===== config.mk =====
export PLATFORM = sky130hd
export DESIGN_NAME = line_word_loader
export DESIGN_NICKNAME = d
export VERILOG_FILES = /design/src/rtl/line_word_loader.sv
export SDC_FILE = /design/constraint.sdc
export NUM_CORES = 1
export LEC_CHECK = 0
export ABC_AREA = 1
export CAP_MARGIN = 20
export CORE_UTILIZATION = 38
export CTS_BUF_LIST = sky130_fd_sc_hd__clkbuf_16
export CTS_CLUSTER_SIZE = 16
export DETAILED_ROUTE_END_ITERATION = 12
export GPL_TIMING_DRIVEN = 0
export PLACE_DENSITY = 0.85
export RECOVER_POWER = 25
export SLEW_MARGIN = 20
export SYNTH_ARGS = -nofsm -noshare
export SYNTH_HDL_FRONTEND = slang
export SYNTH_SLANG_ARGS = --single-unit

===== constraint.sdc =====
create_clock -name clk -period 4.6 [get_ports clk]
set_input_delay 1.38 -clock clk [delete_from_list [all_inputs] [get_ports clk]]
set_output_delay 1.38 -clock clk [all_outputs]
set_load 0.005 [all_outputs]

===== src/rtl/line_word_loader.sv =====
// line_word_loader
//   Feeds the single-entry line buffer of compressor Stage 1. It accepts a
//   valid/ready stream of words and writes them into the buffer, one word per
//   cycle. A line that ends early is filled with zero words. Each finished
//   line is offered to the compressor through line_valid/line_ready, and no
//   new words are accepted while that line is held.
// Ports
//   clk, rst                       clock, asynchronous active-high reset
//   in_valid/in_ready/in_data/in_last   upstream word stream
//   w_en/word_index/w_data         line buffer write port
//   line_valid/line_ready          handoff of a completed line
//   line_words                     real (non-pad) word count of held line
//   busy                           line in progress or held
module line_word_loader #(
  parameter int DATA_WIDTH      = 32,
  parameter int WORDS_PER_ENTRY = 16,
  localparam int IW             = $clog2(WORDS_PER_ENTRY)
) (
  input  logic                  clk,
  input  logic                  rst,
  input  logic                  in_valid,
  output logic                  in_ready,
  input  logic [DATA_WIDTH-1:0] in_data,
  input  logic                  in_last,
  output logic                  w_en,
  output logic [IW-1:0]         word_index,
  output logic [DATA_WIDTH-1:0] w_data,
  output logic                  line_valid,
  input  logic                  line_ready,
  output logic [IW:0]           line_words,
  output logic                  busy
);

  localparam logic [IW-1:0] LAST_IDX = IW'(WORDS_PER_ENTRY - 1);
  localparam logic [IW:0]   LW_FULL  = (IW + 1)'(WORDS_PER_ENTRY);

  typedef enum logic [1:0] {FILL, PAD, HOLD} state_t;

  state_t          state;
  state_t          next_state;
  logic [IW-1:0]   idx;
  logic [IW:0]     cnt;
  logic            accept;

  always_comb begin
    in_ready = (state == FILL) & ~rst;
    accept   = in_valid & in_ready;
  end

  // State register
  always_ff @(posedge clk or posedge rst) begin
    if (rst) state <= FILL;
    else     state <= next_state;
  end

  // Next-state logic
  always_comb begin
    next_state = state;
    unique case (state)
      FILL: begin
        if (accept) begin
          if (idx == LAST_IDX) next_state = HOLD;
          else if (in_last)    next_state = PAD;
        end
      end
      PAD: begin
        if (idx == LAST_IDX) next_state = HOLD;
      end
      HOLD: begin
        if (line_valid & line_ready) next_state = FILL;
      end
      default: next_state = FILL;
    endcase
  end

  // Index/count/line registers. idx parks on the last position when the line
  // completes so that the only return to 0 is the HOLD->FILL handoff.
  always_ff @(posedge clk or posedge rst) begin
    if (rst) begin
      idx        <= '0;
      cnt        <= '0;
      line_words <= '0;
      line_valid <= 1'b0;
    end else begin
      case (state)
        FILL: begin
          if (accept) begin
            cnt <= cnt + 1'b1;
            if (idx == LAST_IDX) begin
              line_words <= LW_FULL;
              line_valid <= 1'b1;
            end else begin
              idx <= idx + 1'b1;
              if (in_last) line_words <= cnt + 1'b1;
            end
          end
        end
        PAD: begin
          if (idx == LAST_IDX) line_valid <= 1'b1;
          else                 idx        <= idx + 1'b1;
        end
        HOLD: begin
          if (line_valid & line_ready) begin
            idx        <= '0;
            cnt        <= '0;
            line_valid <= 1'b0;
          end
        end
        default: ;
      endcase
    end
  end

  // Output logic: write data is forced to zero whenever no write happens
  always_comb begin
    w_en       = 1'b0;
    w_data     = '0;
    word_index = idx;
    unique case (state)
      FILL: begin
        w_en   = accept;
        w_data = accept ? in_data : '0;
      end
      PAD: begin
        w_en = 1'b1;
      end
      default: ;
    endcase
    busy = (state != FILL) | (idx != '0);
  end

endmodule


==> qor.yml <==
coreArea_sq_um: 3050
hp-class: "flop to flop"
outcome: "completed"
ys_types: 19
whs_endpoint: "line_words[2]"
worstRegToRegCells: 7
start_util: 0.402
grt_pass1_wl_um: 5620
nets: 317
grt-ovfl-total: 0
grt_pass1_vias: 1199
reg2reg_from: "word_index[0]"
setup_violations: 0
finalCritPeriodShare: 0.966
wirelength_um: 3670
die_h_um: 58.8
r2r_end: "word_index[2]"
finalHoldViolations: 0
finalClockSkew_ns: 0.000877
arrival_ns: 3.06
clk_pin_slew_ns: 0.05
drive_above_1_share: 0.0761
preCtsSetupSlack_ns: -0.390
synthesis.area_sq_um: 1230
grt_max_degree: 18
io_buffer_count: 81
clk_latency_ns: 0.25
avgSynthCellArea_sq_um: 6.45
root_buffer: "clkbuf_16"
setup_slack_ns: 0.156
rrSetupSlack_ns: 3.15
cp_slowest_cell: "clkdlybuf4s50_1"
drv_cap: 0
hold_start: "line_words[2]"
gp_congestion: 0.848
max_freq_mhz: 225
drt_iter0_drc: 43
path_cells: "clkdlybuf4s50_1, clkinvlp_2, nand3_4, buf_2, nor2_1, clkdlybuf4s50_1"
slowest_delay_ns: 0.54
dp_hpwl_um: 2790
synth.ff_latch_count: 17
slew_violations: 0
min_period_ns: 4.44
finalSetupTns_ns: 0
syn2layout_area_growth_pct: 77.1
seq_area_frac_synth: 0.347
io_pins: 82
irDropWorstVdd_v: 0.000303
worstSetupPathType: "input port to output port"
cts_tree: "built"
vias: 1385
rsz0062_at_grt: "no"
dieArea_sq_um: 3460
die_w_um: 58.8
layout_commonest_cell: "clkdlybuf4s50_1"
cts_buffers: 3
path_common_cell: "clkdlybuf4s50_1"
vias_per_cell: 4.33
cp.required_ns: 3.22
relSlewSlack: 0.387
ant_nets: 0
power.total_mw: 0.854
p_leak_nw: 1.10
cts.sinks: 17
cp-start-kind: "input port"
synth_nets: 230
final_cell_mix: "clkdlybuf4s50_1 (80), inv_1 (45), nand2_1 (42), nor2_1 (38), dfrtp_1 (17)"
rows: 20
pwr_density_cell_nw_per_um2: 393
wl_per_cell_um: 11.5
diodes: 0
drtPass1Iterations: 4
grt_antenna_before_repair: 0
worstHoldPathCells: 2
worstMarginPinSlew_ns: 0.919
crit_fanout: 10
drc: 0
htree_num_levels: 1
netlist_instances: 190
clockBufferDepth: 2
yosysWarnings: 0
track_usage: 0.216
endpoint_kind: "output port"
[per-stage QoR]
| step | util | instance area, sq um | hold slack (ns) | std cells |
|---|---|---|---|---|
| 2_1_floorplan | - | 1230 | 0.464 | 190 |
| 3_3_place_gp | 0.685 | 2090 | 0.466 | 315 |
| 3_5_place_dp | 0.685 | 2090 | 0.469 | 315 |
| 4_1_cts | 0.715 | 2180 | 0.482 | 320 |
| 5_1_grt | 0.711 | 2170 | 0.514 | 320 |
| 6_report | 0.711 | 2170 | 0.478 | 320 |
[cells in the mapped netlist]
cell,number,area share
inv_1,45,0.14
nand2_1,42,0.13
nor2_1,38,0.12
dfrtp_1,17,0.35
nand3_1,14,0.057
o21ai_0,7,0.029
o21ai_2,6,0.043
buf_2,3,0.012
ha_1,3,0.031
nand4_1,3,0.015
nor2_4,2,0.018
o21ai_1,2,0.0082
or2_2,2,0.010
buf_6,1,0.0092
inv_2,1,0.0031
nand2_2,1,0.0051
nand3_2,1,0.0082
nand3_4,1,0.014
xor2_1,1,0.0071
[worst max-delay path, delay by kind of cell]
family	cells	cell delay, ns
buf+inv	4	1.44
simple gates	2	0.24
[per-layer routing]
| layer | track usage | wire length [um] | vias to the layer above |
|---|---|---|---|
| met5 | 0 | 0 | - |
| met4 | 0.0510 | 29 | 0 |
| met3 | 0.0505 | 141 | 5 |
| met2 | 0.383 | 1960 | 29 |
| met1 | 0.262 | 1540 | 615 |
| li1 | - | - | 736 |
[registers in the layout, summed over array words and instances (netlist names)]
name / cells
cnt: 5
line_words: 5
line_valid: 1
word_index: 4
state: 2
[worst max-delay path by stage]
stage          from          to  depth (start not counted)
2_1_floorplan   rst  w_data[22]                          4
3_3_place_gp    rst   w_data[9]                          6
3_5_place_dp    rst  w_data[16]                          6
4_1_cts         rst  w_data[16]                          6
5_1_grt         rst  w_data[16]                          6
6_report        rst  w_data[16]                          6
[what timing repair did]
| item | CTS | global route |
|---|---|---|
| setup buffers | 1 | 0 |
| gates resized for setup | 1 | 0 |
| setup endpoints to repair | 33 | 0 |
| hold buffers | 0 | 0 |
[cell type report]
| class | instances | area, sq um |
|---|---|---|
| flip-flops and latches | 17 | 425 |
| fillers | 265 | 881 |
| multi-input cells | 123 | 598 |
| plain buffers | 4 | 26.3 |
| clock buffers | 3 | 75.1 |
| clock inverters | 1 | 3.75 |
| well taps | 44 | 55.1 |
| repair buffers | 82 | 815 |
| inverters | 46 | 174 |
[cell families after synthesis]
family	Yosys count	share of synthesized area
AND/OR/NAND/NOR	104	0.373
buffers and inverters	50	0.162
flip-flops	17	0.347
AO/OA/AOI/OAI	15	0.0796
adder cells (fa/ha/maj)	3	0.0306
XOR/XNOR	1	0.00714
[power by group]
group          leakage, nW  internal [mW]  switching, mW  total [mW]
registers            0.225          0.195         0.0550       0.250
logic                0.833          0.227          0.203       0.430
clock network       0.0423          0.116         0.0590       0.175
total                 1.10          0.538          0.317       0.854
(Power assumes the default switching activity.)
